File: src/rtl/except_ctrl_pkg.sv
// except_ctrl_pkg
// Shared constants for the exception controller slice:
//   - CP0 Cause.ExcCode values driven on excepttype_o
//   - bit positions inside the MEM-stage exception flag vector
//   - FSM state encodings (plain constants so older code can reuse them)
//   - default redirect vector for exceptions and interrupts
package except_ctrl_pkg;

    localparam logic [31:0] EXC_INT  = 32'h0000_0001;
    localparam logic [31:0] EXC_ADEL = 32'h0000_0004;
    localparam logic [31:0] EXC_ADES = 32'h0000_0005;
    localparam logic [31:0] EXC_SYS  = 32'h0000_0008;
    localparam logic [31:0] EXC_BP   = 32'h0000_0009;
    localparam logic [31:0] EXC_RI   = 32'h0000_000a;
    localparam logic [31:0] EXC_OV   = 32'h0000_000c;
    localparam logic [31:0] EXC_TR   = 32'h0000_000d;
    localparam logic [31:0] EXC_ERET = 32'h0000_000e;

    localparam int EXC_NUM      = 9;
    localparam int EXCB_ADEL_IF = 0;
    localparam int EXCB_RI      = 1;
    localparam int EXCB_OV      = 2;
    localparam int EXCB_TRAP    = 3;
    localparam int EXCB_SYSCALL = 4;
    localparam int EXCB_BREAK   = 5;
    localparam int EXCB_ADEL    = 6;
    localparam int EXCB_ADES    = 7;
    localparam int EXCB_ERET    = 8;

    localparam logic [1:0] ST_IDLE = 2'd0;
    localparam logic [1:0] ST_FIRE = 2'd1;
    localparam logic [1:0] ST_HOLD = 2'd2;

    localparam logic [31:0] EXC_VECTOR_DEFAULT = 32'hBFC0_0380;

endpackage

File: src/rtl/except_prio_enc.sv
// except_prio_enc
// Combinational priority encoder for the exception controller. Picks the
// single highest-priority event among the interrupt request and the MEM
// stage exception flags and reports its Cause code and BadVAddr value.
// Ports:
//   int_req        in   interrupt pending or requested this cycle
//   mem_exc        in   MEM-stage exception flags (bit order from the package)
//   mem_bad_vaddr  in   data address of the MEM load/store
//   mem_pc         in   PC of the MEM instruction
//   hit            out  some event is present
//   code           out  ExcCode of the winning event, 0 when none
//   bad_vaddr      out  BadVAddr for the winning event, 0 when not an address error
module except_prio_enc
    import except_ctrl_pkg::*;
(
    input  logic               int_req,
    input  logic [EXC_NUM-1:0] mem_exc,
    input  logic [31:0]        mem_bad_vaddr,
    input  logic [31:0]        mem_pc,
    output logic               hit,
    output logic [31:0]        code,
    output logic [31:0]        bad_vaddr
);

    // Fixed priority chain. An instruction-fetch address error reports the
    // fetch PC as the bad address; data address errors report the data address.
    always_comb begin
        hit       = 1'b1;
        code      = '0;
        bad_vaddr = '0;
        if (int_req) begin
            code = EXC_INT;
        end else if (mem_exc[EXCB_ADEL_IF]) begin
            code      = EXC_ADEL;
            bad_vaddr = mem_pc;
        end else if (mem_exc[EXCB_RI]) begin
            code = EXC_RI;
        end else if (mem_exc[EXCB_OV]) begin
            code = EXC_OV;
        end else if (mem_exc[EXCB_TRAP]) begin
            code = EXC_TR;
        end else if (mem_exc[EXCB_SYSCALL]) begin
            code = EXC_SYS;
        end else if (mem_exc[EXCB_BREAK]) begin
            code = EXC_BP;
        end else if (mem_exc[EXCB_ADEL]) begin
            code      = EXC_ADEL;
            bad_vaddr = mem_bad_vaddr;
        end else if (mem_exc[EXCB_ADES]) begin
            code      = EXC_ADES;
            bad_vaddr = mem_bad_vaddr;
        end else if (mem_exc[EXCB_ERET]) begin
            code = EXC_ERET;
        end else begin
            hit = 1'b0;
        end
    end

endmodule

File: src/rtl/except_ctrl.sv
// except_ctrl
// Producer side of the CP0 exception interface. Collects MEM-stage exception
// flags and pending interrupts, arbitrates them, reports the winner to CP0
// one cycle later together with a one-cycle pipeline flush and redirect PC,
// then ignores new MEM exceptions while the pipeline refills.
// Optional build macro: EXCEPT_CTRL_COUNT_EN enables the taken-event counter
// on exc_count_o (otherwise the output is tied to 0).
// Ports:
//   clk, rst            clock, synchronous active-high reset
//   stall               pipeline stall vector, bit 4 holds the MEM stage
//   mem_valid           MEM stage holds a real instruction
//   mem_pc              PC of the MEM instruction
//   mem_in_delayslot    MEM instruction sits in a branch delay slot
//   mem_exc             MEM exception flags
//   mem_bad_vaddr       data address for load/store address errors
//   cp0_status/cause/epc  bypassed CP0 registers
//   cancel_o            kill MEM writeback/store this cycle (combinational)
//   excepttype_o        ExcCode to CP0, 0 when nothing is taken
//   pc_o                faulting PC to CP0
//   bad_vaddr_o         BadVAddr to CP0
//   is_in_delayslot_o   delay-slot flag to CP0
//   flush_o             one-cycle pipeline flush
//   new_pc_o            redirect target, valid while flush_o is high
//   exc_count_o         count of taken non-ERET events
module except_ctrl
    import except_ctrl_pkg::*;
#(
    parameter logic [31:0] EXC_VECTOR  = EXC_VECTOR_DEFAULT,
    parameter int          HOLD_CYCLES = 2,
    parameter int          STALL_W     = 6
) (
    input  logic               clk,
    input  logic               rst,
    input  logic [STALL_W-1:0] stall,
    input  logic               mem_valid,
    input  logic [31:0]        mem_pc,
    input  logic               mem_in_delayslot,
    input  logic [EXC_NUM-1:0] mem_exc,
    input  logic [31:0]        mem_bad_vaddr,
    input  logic [31:0]        cp0_status,
    input  logic [31:0]        cp0_cause,
    input  logic [31:0]        cp0_epc,
    output logic               cancel_o,
    output logic [31:0]        excepttype_o,
    output logic [31:0]        pc_o,
    output logic [31:0]        bad_vaddr_o,
    output logic               is_in_delayslot_o,
    output logic               flush_o,
    output logic [31:0]        new_pc_o,
    output logic [31:0]        exc_count_o
);

    localparam int HOLD_W = (HOLD_CYCLES < 2) ? 1 : $clog2(HOLD_CYCLES + 1);

    logic [1:0]        state_q, state_d;
    logic [HOLD_W-1:0] hold_cnt_q, hold_cnt_d;
    logic              int_pend_q, int_pend_d;
    logic [31:0]       excepttype_q, excepttype_d;
    logic [31:0]       pc_q, pc_d;
    logic [31:0]       bad_vaddr_q, bad_vaddr_d;
    logic              in_ds_q, in_ds_d;
    logic              flush_q, flush_d;
    logic [31:0]       new_pc_q, new_pc_d;

    logic              int_req;
    logic              enc_hit;
    logic [31:0]       enc_code;
    logic [31:0]       enc_bad_vaddr;
    logic              accept;
    logic              unused_inputs;

    // Interrupts are enabled when IE=1 and EXL=0 and some unmasked IP bit is set.
    assign int_req = cp0_status[0] & ~cp0_status[1]
                   & (|(cp0_cause[15:8] & cp0_status[15:8]));

    // Only some Status/Cause/stall bits matter here.
    assign unused_inputs = ^{stall, cp0_status, cp0_cause};

    except_prio_enc u_prio (
        .int_req       (int_pend_q | int_req),
        .mem_exc       (mem_exc),
        .mem_bad_vaddr (mem_bad_vaddr),
        .mem_pc        (mem_pc),
        .hit           (enc_hit),
        .code          (enc_code),
        .bad_vaddr     (enc_bad_vaddr)
    );

    // An event is taken only on a real, unstalled instruction while idle; a
    // stalled or bubbled candidate is simply re-evaluated next cycle.
    assign accept   = ~rst & (state_q == ST_IDLE) & mem_valid & ~stall[4] & enc_hit;
    assign cancel_o = accept;

    // FSM: FIRE is the cycle the flush is visible, HOLD masks MEM exceptions
    // while the redirected pipeline refills.
    always_comb begin
        state_d    = state_q;
        hold_cnt_d = hold_cnt_q;
        case (state_q)
            ST_IDLE: begin
                if (accept) begin
                    state_d = ST_FIRE;
                end
            end
            ST_FIRE: begin
                if (HOLD_CYCLES == 0) begin
                    state_d = ST_IDLE;
                end else begin
                    state_d    = ST_HOLD;
                    hold_cnt_d = HOLD_W'(HOLD_CYCLES);
                end
            end
            ST_HOLD: begin
                hold_cnt_d = hold_cnt_q - HOLD_W'(1);
                if (hold_cnt_q == HOLD_W'(1)) begin
                    state_d = ST_IDLE;
                end
            end
            default: begin
                state_d    = ST_IDLE;
                hold_cnt_d = '0;
            end
        endcase
    end

    // While idle the pending flag follows the request and clears once the
    // interrupt is taken; while busy it stays latched until we can take it.
    always_comb begin
        if (state_q == ST_IDLE) begin
            int_pend_d = int_req & ~(accept & (enc_code == EXC_INT));
        end else begin
            int_pend_d = int_pend_q | int_req;
        end
    end

    // CP0-facing outputs: code and flush pulse for one cycle, the address
    // fields keep their last value for CP0/debug visibility.
    always_comb begin
        excepttype_d = '0;
        flush_d      = 1'b0;
        pc_d         = pc_q;
        bad_vaddr_d  = bad_vaddr_q;
        in_ds_d      = in_ds_q;
        new_pc_d     = new_pc_q;
        if (accept) begin
            excepttype_d = enc_code;
            flush_d      = 1'b1;
            pc_d         = mem_pc;
            bad_vaddr_d  = enc_bad_vaddr;
            in_ds_d      = mem_in_delayslot;
            new_pc_d     = (enc_code == EXC_ERET) ? cp0_epc : EXC_VECTOR;
        end
    end

    always_ff @(posedge clk) begin
        if (rst) begin
            state_q      <= ST_IDLE;
            hold_cnt_q   <= '0;
            int_pend_q   <= 1'b0;
            excepttype_q <= '0;
            flush_q      <= 1'b0;
            pc_q         <= '0;
            bad_vaddr_q  <= '0;
            in_ds_q      <= 1'b0;
            new_pc_q     <= '0;
        end else begin
            state_q      <= state_d;
            hold_cnt_q   <= hold_cnt_d;
            int_pend_q   <= int_pend_d;
            excepttype_q <= excepttype_d;
            flush_q      <= flush_d;
            pc_q         <= pc_d;
            bad_vaddr_q  <= bad_vaddr_d;
            in_ds_q      <= in_ds_d;
            new_pc_q     <= new_pc_d;
        end
    end

    assign excepttype_o      = excepttype_q;
    assign flush_o           = flush_q;
    assign pc_o              = pc_q;
    assign bad_vaddr_o       = bad_vaddr_q;
    assign is_in_delayslot_o = in_ds_q;
    assign new_pc_o          = new_pc_q;

`ifdef EXCEPT_CTRL_COUNT_EN
    logic [31:0] exc_count_q, exc_count_d;

    // ERET is a return, not an exception, so it does not count.
    always_comb begin
        exc_count_d = exc_count_q;
        if ((state_q == ST_FIRE) && (excepttype_q != EXC_ERET)) begin
            exc_count_d = exc_count_q + 32'd1;
        end
    end

    always_ff @(posedge clk) begin
        if (rst) begin
            exc_count_q <= '0;
        end else begin
            exc_count_q <= exc_count_d;
        end
    end

    assign exc_count_o = exc_count_q;
`else
    assign exc_count_o = '0;
`endif

endmodule

File: config.mk
export PLATFORM = sky130hd
export DESIGN_NAME = except_ctrl
export DESIGN_NICKNAME = d
export VERILOG_FILES = /design/src/rtl/except_ctrl_pkg.sv /design/src/rtl/except_prio_enc.sv /design/src/rtl/except_ctrl.sv
export SDC_FILE = /design/constraint.sdc
export NUM_CORES = 1
export LEC_CHECK = 0
export BUFFER_PORTS_ARGS = -buffer_cell sky130_fd_sc_hd__buf_2
export CORE_AREA = 2 2 131 133
export CTS_BUF_LIST = sky130_fd_sc_hd__clkbuf_4 sky130_fd_sc_hd__clkbuf_8
export DETAILED_ROUTE_END_ITERATION = 7
export DIE_AREA = 0 0 133 135
export PLACE_DENSITY = 0.58
export SETUP_SLACK_MARGIN = 0.1
export SLEW_MARGIN = 5
export SYNTH_ARGS = -nofsm -noshare
export SYNTH_HDL_FRONTEND = slang
export SYNTH_SLANG_ARGS = --single-unit
File: constraint.sdc
create_clock -name clk -period 3.5 [get_ports clk]
set_input_delay 0.175 -clock clk [delete_from_list [all_inputs] [get_ports clk]]
set_output_delay 0.175 -clock clk [all_outputs]
set_load 0.02 [all_outputs]
==> results by group, run 1 <==
Pwr
  • Proportion of power drawn by combinational gates: between 20% and 30%
  • Clock group share of total power: a little over a quarter
  • Worst supply voltage drop on vdd: 199 uV
  • Sw frac: about a third
  • Int Pwr: about 0.0018 W
  • Portion of total power attributed to sequential cells: approximately half
  • Total design power: 0.00263 W
  • Sw Pwr: roughly 0.00085 W
  • Leakage power of the design: about 2.9 nW
  • Power density cells: about 430 nW/um^2

CTS
  • Clock net sink count: about 110
  • Root buffer cell: sky130_fd_sc_hd__clkbuf_8
  • Number of gates resized after cts: 0
  • Source-to-sink clock delay at the later pin of the worst-skew pair: around 0.38 ns
  • CTS tree: done
  • Number of buffers created by CTS: 9
  • Reg clk slew, reported paths: 0.11 ns
  • # Post-CTS Setup Buffers: 0
  • Number of H-tree branching levels: 3
  • Cts-stage hold buffer count: 21
  • Clock Tree Buf Depth: 2

Min path
  • Min-delay worst type: input port to flip-flop

Placed design
  • Standard cell area after detailed placement: between 5000 and 6000 um^2
  • GPL Wtd Cong: a little over 0.7
  • Placed wire-length estimate after detailed placement: between 9000 and 10,000 um
  • Number of port buffers: 230

Global route
  • Number of antenna violations at the first check in global routing: 0
  • Largest net degree at the start of global routing: 47
  • Number of global-route vias before repair: roughly 3,900
  • Grt total ovfl: 0
  • Global-route usage over all layers: between 10 and 15%
  • Global-route wire length before repair: between 20,000 and 25,000 um

Floorplan
  • Chip width: between 100 and 150 um
  • Placement Rows: 47
  • Initial standard-cell utilization of the core: 28.0%
  • Chip height: between 100 and 150 um
  • IO Pins: ~340
  • Placeable core area: 16,400 um^2
  • Die area: about 18,000 um^2

Routing
  • Vias per std cell: approximately 4.4
  • Post-detailed-route DRC marker count: 0
  • Total detailed-routing wirelength: 13,400 um
  • Number of detailed-routing iterations run before antenna repair: 5
  • Detailed Route Iter0 Violations: 108
  • Wirelength per Cell: between 10 and 15 um
  • Remaining antenna violation count after routing: 0
  • Routed via count: 4,064

Cells and area
  • Sequential cell area in the final layout: 2140 um^2
  • Layout cell share with drive strength beyond 1: a little under two fifths
  • Antenna fix cells: 0
  • Net count of the finished layout: approximately 880
  • Number of inserted filler cells in the final layout: 1,687
  • Area of all placed cells without fillers: between 6000 and 7000 um^2
  • Utilization after layout: roughly 37%
  • Area taken by multi-input logic gates: approximately 2000 um^2
  • Most used cells in the layout excluding fill and tap cells: sky130_fd_sc_hd__buf_2 (230), sky130_fd_sc_hd__dfxtp_1 (107), sky130_fd_sc_hd__conb_1 (60), sky130_fd_sc_hd__nor2_1 (57)
  • Most common cell after layout, fill and taps aside: sky130_fd_sc_hd__buf_2
  • Area growth syn-to-layout: 32.2%

STA
  • Post-route clock period utilization: 77.6%
  • Total of endpoints with negative setup slack in the final report: 0
  • Final Hold Violating Endpoints: 0
  • Period minus WS final: ~2.7 ns
  • Transition time at the pin with the least slew margin: approximately 1.2 ns
  • Rel. slew slack: 19.5%
  • Final setup skew: 0.00680 ns
  • Hold WS: between 0.02 and 0.03 ns
  • Slew Limit Fails: 0
  • RSZ-0062 raised after global routing: false
  • Setup Total Neg Slack: 0 ns
  • Achievable Freq: roughly 0.37 GHz

Synth
  • Number of synthesized flops with an enable pin: 0
  • Netlist Area Pre-Place: 4600 um^2
  • Yosys warnings: 0
  • Mean area per synthesized cell: 10.1 um^2
  • Top post-synthesis cells by area: sky130_fd_sc_hd__dfxtp_1 (47%), sky130_fd_sc_hd__buf_4 (10%), sky130_fd_sc_hd__mux2i_1 (7.2%)
  • Share of synthesized area occupied by flip-flops and latches: roughly 47%
  • Leading area contributor after synthesis: sky130_fd_sc_hd__dfxtp_1
  • Top flip-flop cell by instance count after synthesis: sky130_fd_sc_hd__dfxtp_1
  • FFs w/ async S/R, synth: 0%
  • Fraction of post-synthesis cell area in the top cell type by area: a little under half
  • FF+latch count, synth: roughly 110
  • Distinct cell type count of the synthesized netlist: 39
  • Number of cells produced by synthesis: between 400 and 500

Run
  • Number of max-capacitance violations reported: 0

Critical path
  • Critical Path Source: state_q[0]
  • Kind of critical path: flip-flop to output pin
  • Critical Path End: cancel_o
  • Reg-to-reg endpoint: bad_vaddr_o[4]
  • Length in cells of the worst reg-to-reg path: 7
  • Critical path data arrival time: roughly 2.5 ns
  • Required time at the endpoint of the critical path: approximately 3.3 ns
  • Worst reg2reg path startpoint: state_q[0]
  • Kind of start point of the critical path: flip-flop
  • Register-to-register setup slack: 0.87 ns
  • Setup crit end kind: output pin
  • Peak fanout along the critical path: 46

Status
  • Outcome: completed
==> through the flow <==
stage / cells / setup WS, ns
after floorplan: 513 / 1.65
after global placement: 880 / 0.785
after detailed placement: 880 / 0.757
after CTS: 917 / 0.708
after global routing: 917 / 0.577
final: 917 / 0.784
==> Yosys cell counts, types with 2 or more instances <==
library cell and n:
sky130_fd_sc_hd__clkbuf_1 15, sky130_fd_sc_hd__a21oi_1 8, sky130_fd_sc_hd__a22o_1 20, sky130_fd_sc_hd__a211oi_1 13, sky130_fd_sc_hd__nor2_1 57, sky130_fd_sc_hd__dfxtp_1 107
sky130_fd_sc_hd__o2bb2ai_1 32, sky130_fd_sc_hd__a22oi_2 3, sky130_fd_sc_hd__buf_2 7, sky130_fd_sc_hd__buf_8 2, sky130_fd_sc_hd__mux2i_1 33, sky130_fd_sc_hd__a22oi_1 33
sky130_fd_sc_hd__o211ai_1 2, sky130_fd_sc_hd__nand3_1 2, sky130_fd_sc_hd__buf_4 63, sky130_fd_sc_hd__ha_1 5, sky130_fd_sc_hd__o31a_1 2, sky130_fd_sc_hd__nand2_1 7
sky130_fd_sc_hd__nand2b_1 2, sky130_fd_sc_hd__inv_1 17, sky130_fd_sc_hd__buf_6 4, sky130_fd_sc_hd__nor2b_1 3
==> power groups by stage <==
stage          clock (W)  sequential, W  combinational, W
2_1_floorplan          0        0.00144          0.000337
3_3_place_gp           0        0.00136          0.000571
5_1_grt         0.000784        0.00134          0.000644
4_1_cts         0.000747        0.00133          0.000592
3_5_place_dp           0        0.00136          0.000573
6_report        0.000712        0.00133          0.000587
==> worst max-delay path, cell delays in order, from the launching register on <==
cell and delay [ns]:
sky130_fd_sc_hd__dfxtp_1 0.34, sky130_fd_sc_hd__inv_1 0.10, sky130_fd_sc_hd__ha_1 0.33, sky130_fd_sc_hd__and4bb_2 0.30, sky130_fd_sc_hd__o31a_2 0.18, sky130_fd_sc_hd__buf_4 0.61, sky130_fd_sc_hd__buf_2 0.29
==> kinds of logic (layout without fill, tap and decap cells) <==
group	Yosys count	count (layout)	share of synthesized area [%]
mux	33	33	7.19
buf+inv	108	292	15.3
flops	107	107	46.6
simple gates	81	81	8.52
fa+ha+maj	5	5	1.36
compound gates	119	119	20.9
other cells	1	60	0.0816
==> worst min-delay path by stage <==
stage                      from      endpoint  slack [ns]  cells after the start
floorplan           cp0_epc[10]  new_pc_o[10]        0.30                      1
global placement    cp0_epc[11]  new_pc_o[11]        0.39                      2
detailed placement  cp0_epc[16]  new_pc_o[16]        0.39                      2
CTS                 cp0_epc[27]  new_pc_o[27]      0.0006                      3
global route        cp0_epc[22]  new_pc_o[22]       0.004                      3
finish              cp0_epc[23]  new_pc_o[23]        0.03                      3
==> flip-flops by register name, indices dropped and copies added (netlist names) <==
signal             cells
flush_o                1
int_pend_q             1
excepttype_o           4
is_in_delayslot_o      1
state_q                2
bad_vaddr_o           32
pc_o                  32
hold_cnt_q             2
new_pc_o              32
==> layout make-up <==
type | count | share of cell area [%]
Tap cell | 220 | 4.53
Timing Repair Buffer | 259 | 23.4
Clock buffer | 10 | 2.16
Sequential cell | 107 | 35.3
Clock inverter | 6 | 0.659
Multi-Input combinational cell | 298 | 32.9
Inverter | 17 | 1.05
==> per-layer routing <==
metal,vias to the layer above,global-route usage (%),wire [um]
li1,1967,-,-
met1,1909,17.1,5690
met2,173,24.8,6580
met3,15,3.75,954
met4,0,5.68,226
met5,-,0,0
Power figures use the tool's default switching activity.
==> run 2: changes to the inputs <==
--- a/config.mk
+++ b/config.mk
@@ -5,12 +5,13 @@
 export SDC_FILE = /design/constraint.sdc
 export NUM_CORES = 1
 export LEC_CHECK = 0
+export ABC_AREA = 1
 export BUFFER_PORTS_ARGS = -buffer_cell sky130_fd_sc_hd__buf_2
-export CORE_AREA = 2 2 131 133
+export CORE_AREA = 2 2 132 134
 export CTS_BUF_LIST = sky130_fd_sc_hd__clkbuf_4 sky130_fd_sc_hd__clkbuf_8
 export DETAILED_ROUTE_END_ITERATION = 7
-export DIE_AREA = 0 0 133 135
-export PLACE_DENSITY = 0.58
+export DIE_AREA = 0 0 134 136
+export PLACE_DENSITY = 0.61
 export SETUP_SLACK_MARGIN = 0.1
 export SLEW_MARGIN = 5
 export SYNTH_ARGS = -nofsm -noshare
==> constraint.sdc (replaced) <==
create_clock -name clk -period 2.5 [get_ports clk]
set_input_delay 0.125 -clock clk [delete_from_list [all_inputs] [get_ports clk]]
set_output_delay 0.125 -clock clk [all_outputs]
set_load 0.02 [all_outputs]
==> results by group, run 2 <==
CTS
  • CTS tree: done
  • Root buffer cell: sky130_fd_sc_hd__clkbuf_8
  • Source-to-sink clock delay at the later pin of the worst-skew pair: about 0.39 ns
  • Number of buffers created by CTS: 9
  • Number of H-tree branching levels: 3
  • Reg clk slew, reported paths: around 0.1 ns
  • Clock net sink count: approximately 110
  • # Post-CTS Setup Buffers: 0
  • Clock Tree Buf Depth: 2

Routing
  • Vias per std cell: approximately 4.3
  • Total detailed-routing wirelength: about 16,000 um
  • Remaining antenna violation count after routing: 0
  • WL met3: 1200 um
  • Routed length on met1: 7050 um
  • Uppermost signal routing layer after detailed routing: met4
  • Total length of routed met2 wires: 7420 um
  • Routed via count: about 5,300
  • Number of detailed-routing iterations run before antenna repair: 4
  • Detailed Route Iter0 Violations: ~210
  • Wirelength per Cell: between 10 and 15 um
  • Post-detailed-route DRC marker count: 0

Min path
  • Cells on Worst Hold Path: 3
  • Min-delay worst type: input port to flip-flop
  • Source of the worst hold timing path: mem_pc[26]

Global route
  • Number of antenna violations at the first check in global routing: 1
  • Number of global-route vias before repair: between 4,000 and 5,000
  • Largest net degree at the start of global routing: 80
  • Global-route wire length before repair: roughly 24,000 um
  • Grt total ovfl: 0
  • Global-route usage over all layers: between 15 and 20%

Placed design
  • Number of port buffers: between 200 and 250
  • GPL Wtd Cong: 0.747
  • Placed wire-length estimate after detailed placement: roughly 11,000 um
  • Standard cell area after detailed placement: ~6300 um^2

Run
  • Number of max-capacitance violations reported: 0

Pwr
  • Worst supply voltage drop on vdd: approximately 270 uV
  • Proportion of power drawn by combinational gates: between 20% and 30%
  • Sw frac: between 30% and 40%
  • Portion of total power attributed to sequential cells: roughly 47%
  • Power density cells: 584 nW/um^2
  • Int Pwr: 0.00260 W
  • Leakage power of the design: 3.34 nW
  • Sw Pwr: approximately 0.0014 W
  • Clock group share of total power: between 20% and 30%

Synth
  • Top flip-flop cell by instance count after synthesis: sky130_fd_sc_hd__dfxtp_1
  • Leading area contributor after synthesis: sky130_fd_sc_hd__dfxtp_1
  • Fraction of post-synthesis cell area in the top cell type by area: 40.9%
  • Yosys warnings: 0
  • FFs w/ async S/R, synth: 0%
  • Top post-synthesis cells by area: sky130_fd_sc_hd__dfxtp_1 (41%), sky130_fd_sc_hd__nor2_1 (12%), sky130_fd_sc_hd__buf_4 (9.0%)
  • FF+latch count, synth: about 110
  • Most used standard cells in the synthesized netlist: sky130_fd_sc_hd__nor2_1 (173), sky130_fd_sc_hd__nand2_1 (120), sky130_fd_sc_hd__dfxtp_1 (107), sky130_fd_sc_hd__o21ai_0 (77), sky130_fd_sc_hd__buf_4 (63)
  • Mean area per synthesized cell: 6.93 um^2
  • Most common cell in the netlist: sky130_fd_sc_hd__nor2_1
  • Number of synthesized flops with an enable pin: 0
  • Number of cells produced by synthesis: ~760
  • Share of synthesized area occupied by flip-flops and latches: 40.9%
  • Netlist Area Pre-Place: around 5200 um^2
  • Distinct cell type count of the synthesized netlist: 29

STA
  • Slew Limit Fails: 0
  • Final setup skew: around 0.012 ns
  • RSZ-0062 raised after global routing: false
  • Total of endpoints with negative setup slack in the final report: 0
  • Rel. slew slack: between 40 and 50%
  • Post-route clock period utilization: between 80% and 90%
  • Setup Total Neg Slack: 0 ns
  • Transition time at the pin with the least slew margin: roughly 0.85 ns
  • Final Hold Violating Endpoints: 0
  • Achievable Freq: about 0.47 GHz
  • Period minus WS final: 2.14 ns

Floorplan
  • Placeable core area: 16,900 um^2
  • IO Pins: around 340
  • Chip width: around 130 um
  • Initial standard-cell utilization of the core: just over 30%
  • Chip height: ~140 um
  • Placement Rows: 48
  • Die area: between 15,000 and 20,000 um^2

Critical path
  • Peak fanout along the critical path: 27
  • Setup crit end kind: output pin
  • Critical Path Max Stage Delay: between 0.3 and 0.4 ns
  • Kind of critical path: flip-flop to output pin
  • Critical path data arrival time: approximately 2.0 ns
  • Kind of start point of the critical path: flip-flop
  • Critical Path Source: state_q[0]
  • Length in cells of the worst reg-to-reg path: 9
  • Register-to-register setup slack: 0.49 ns
  • Required time at the endpoint of the critical path: between 2 and 2.5 ns
  • Worst reg2reg path startpoint: state_q[0]
  • Cells along the critical path: inv_1 -> ha_1 -> nand3_1 -> nor2_2 -> nand2_4 -> inv_2 -> buf_6 -> buf_2
  • Slowest CP cell: sky130_fd_sc_hd__dfxtp_1

Cells and area
  • Most common cell after layout, fill and taps aside: sky130_fd_sc_hd__buf_2
  • Area of all placed cells without fillers: 6920 um^2
  • Most used cells in the layout excluding fill and tap cells: sky130_fd_sc_hd__buf_2 (230), sky130_fd_sc_hd__nor2_1 (173), sky130_fd_sc_hd__nand2_1 (120), sky130_fd_sc_hd__dfxtp_1 (107), sky130_fd_sc_hd__o21ai_0 (77)
  • Area growth syn-to-layout: 32.0%
  • Layout cell share with drive strength beyond 1: between 20% and 30%
  • Net count of the finished layout: roughly 1,200
  • Number of inserted filler cells in the final layout: 1,817

Status
  • Outcome: completed
[run 2: logic make-up (layout without fill, tap and decap cells)]
logic type | Yosys count | after routing | synth area share, %
AND/OR/NAND/NOR | 372 | 372 | 29.3
flip-flops | 107 | 107 | 40.9
adder cells (fa/ha/maj) | 5 | 5 | 1.19
buffers and inverters | 148 | 342 | 16.4
AO/OA/AOI/OAI | 123 | 123 | 12.2
other | 1 | 61 | 0.0715
[run 2: path summary, 6_finish.rpt]
path,to
worst max-delay path,cancel_o
worst min-delay path,pc_o[26]
worst max register to register,state_q[1]
worst min register to register,hold_cnt_q[1]
[run 2: power groups by stage]
stage	Sequential [W]	Combinational, W	Clock (W)
after floorplan	0.00207	0.000679	0
after global placement	0.00194	0.00107	0
after detailed placement	0.00194	0.00107	0
after CTS	0.00190	0.00113	0.00107
after global routing	0.00192	0.00126	0.00113
final	0.00190	0.00112	0.00102
[run 2: cell type report]
| cell class | instances | area [um^2] | share of cell area, % |
|---|---|---|---|
| Antenna cell | 1 | 2.50 | 0.0362 |
| Clock buffer | 9 | 124 | 1.79 |
| Clock inverter | 7 | 53.8 | 0.777 |
| Inverter | 38 | 143 | 2.06 |
| Multi-Input combinational cell | 560 | 2460 | 35.6 |
| Sequential cell | 107 | 2140 | 30.9 |
| Tap cell | 225 | 282 | 4.07 |
| Timing Repair Buffer | 288 | 1710 | 24.7 |
[run 2: metrics by stage]
step	utilization, %	setup WS (ns)	power [W]	hold slack [ns]	instances
6_report	41.0	0.357	0.00404	0.0449	1235
5_1_grt	41.0	0.183	0.00430	0.0525	1234
4_1_cts	41.0	0.202	0.00411	0.0139	1234
3_5_place_dp	37.3	0.469	0.00302	0.350	1174
3_3_place_gp	37.3	0.509	0.00301	0.343	1174
2_1_floorplan	-	0.955	0.00275	0.252	815
[run 2: repair_timing]
item / in CTS / in global routing
resized for setup: 0 / 1
hold buffers: 44 / 0
endpoints found under the setup margin: 0 / 1
hold endpoints to repair: 44 / 0
[run 2: worst max-delay path, delay by kind of cell (launching register included)]
kind / cells / cell delay, ns
buffers and inverters: 4 / 0.67
AND/OR/NAND/NOR: 3 / 0.36
flip-flops: 1 / 0.34
adder cells (fa/ha/maj): 1 / 0.27
[run 2: per-layer routing]
layer | vias to the layer above | track usage [%]
met5 | - | 0
met4 | 0 | 6.38
met3 | 15 | 4.25
met2 | 188 | 29.1
met1 | 2334 | 20.2
li1 | 2773 | -
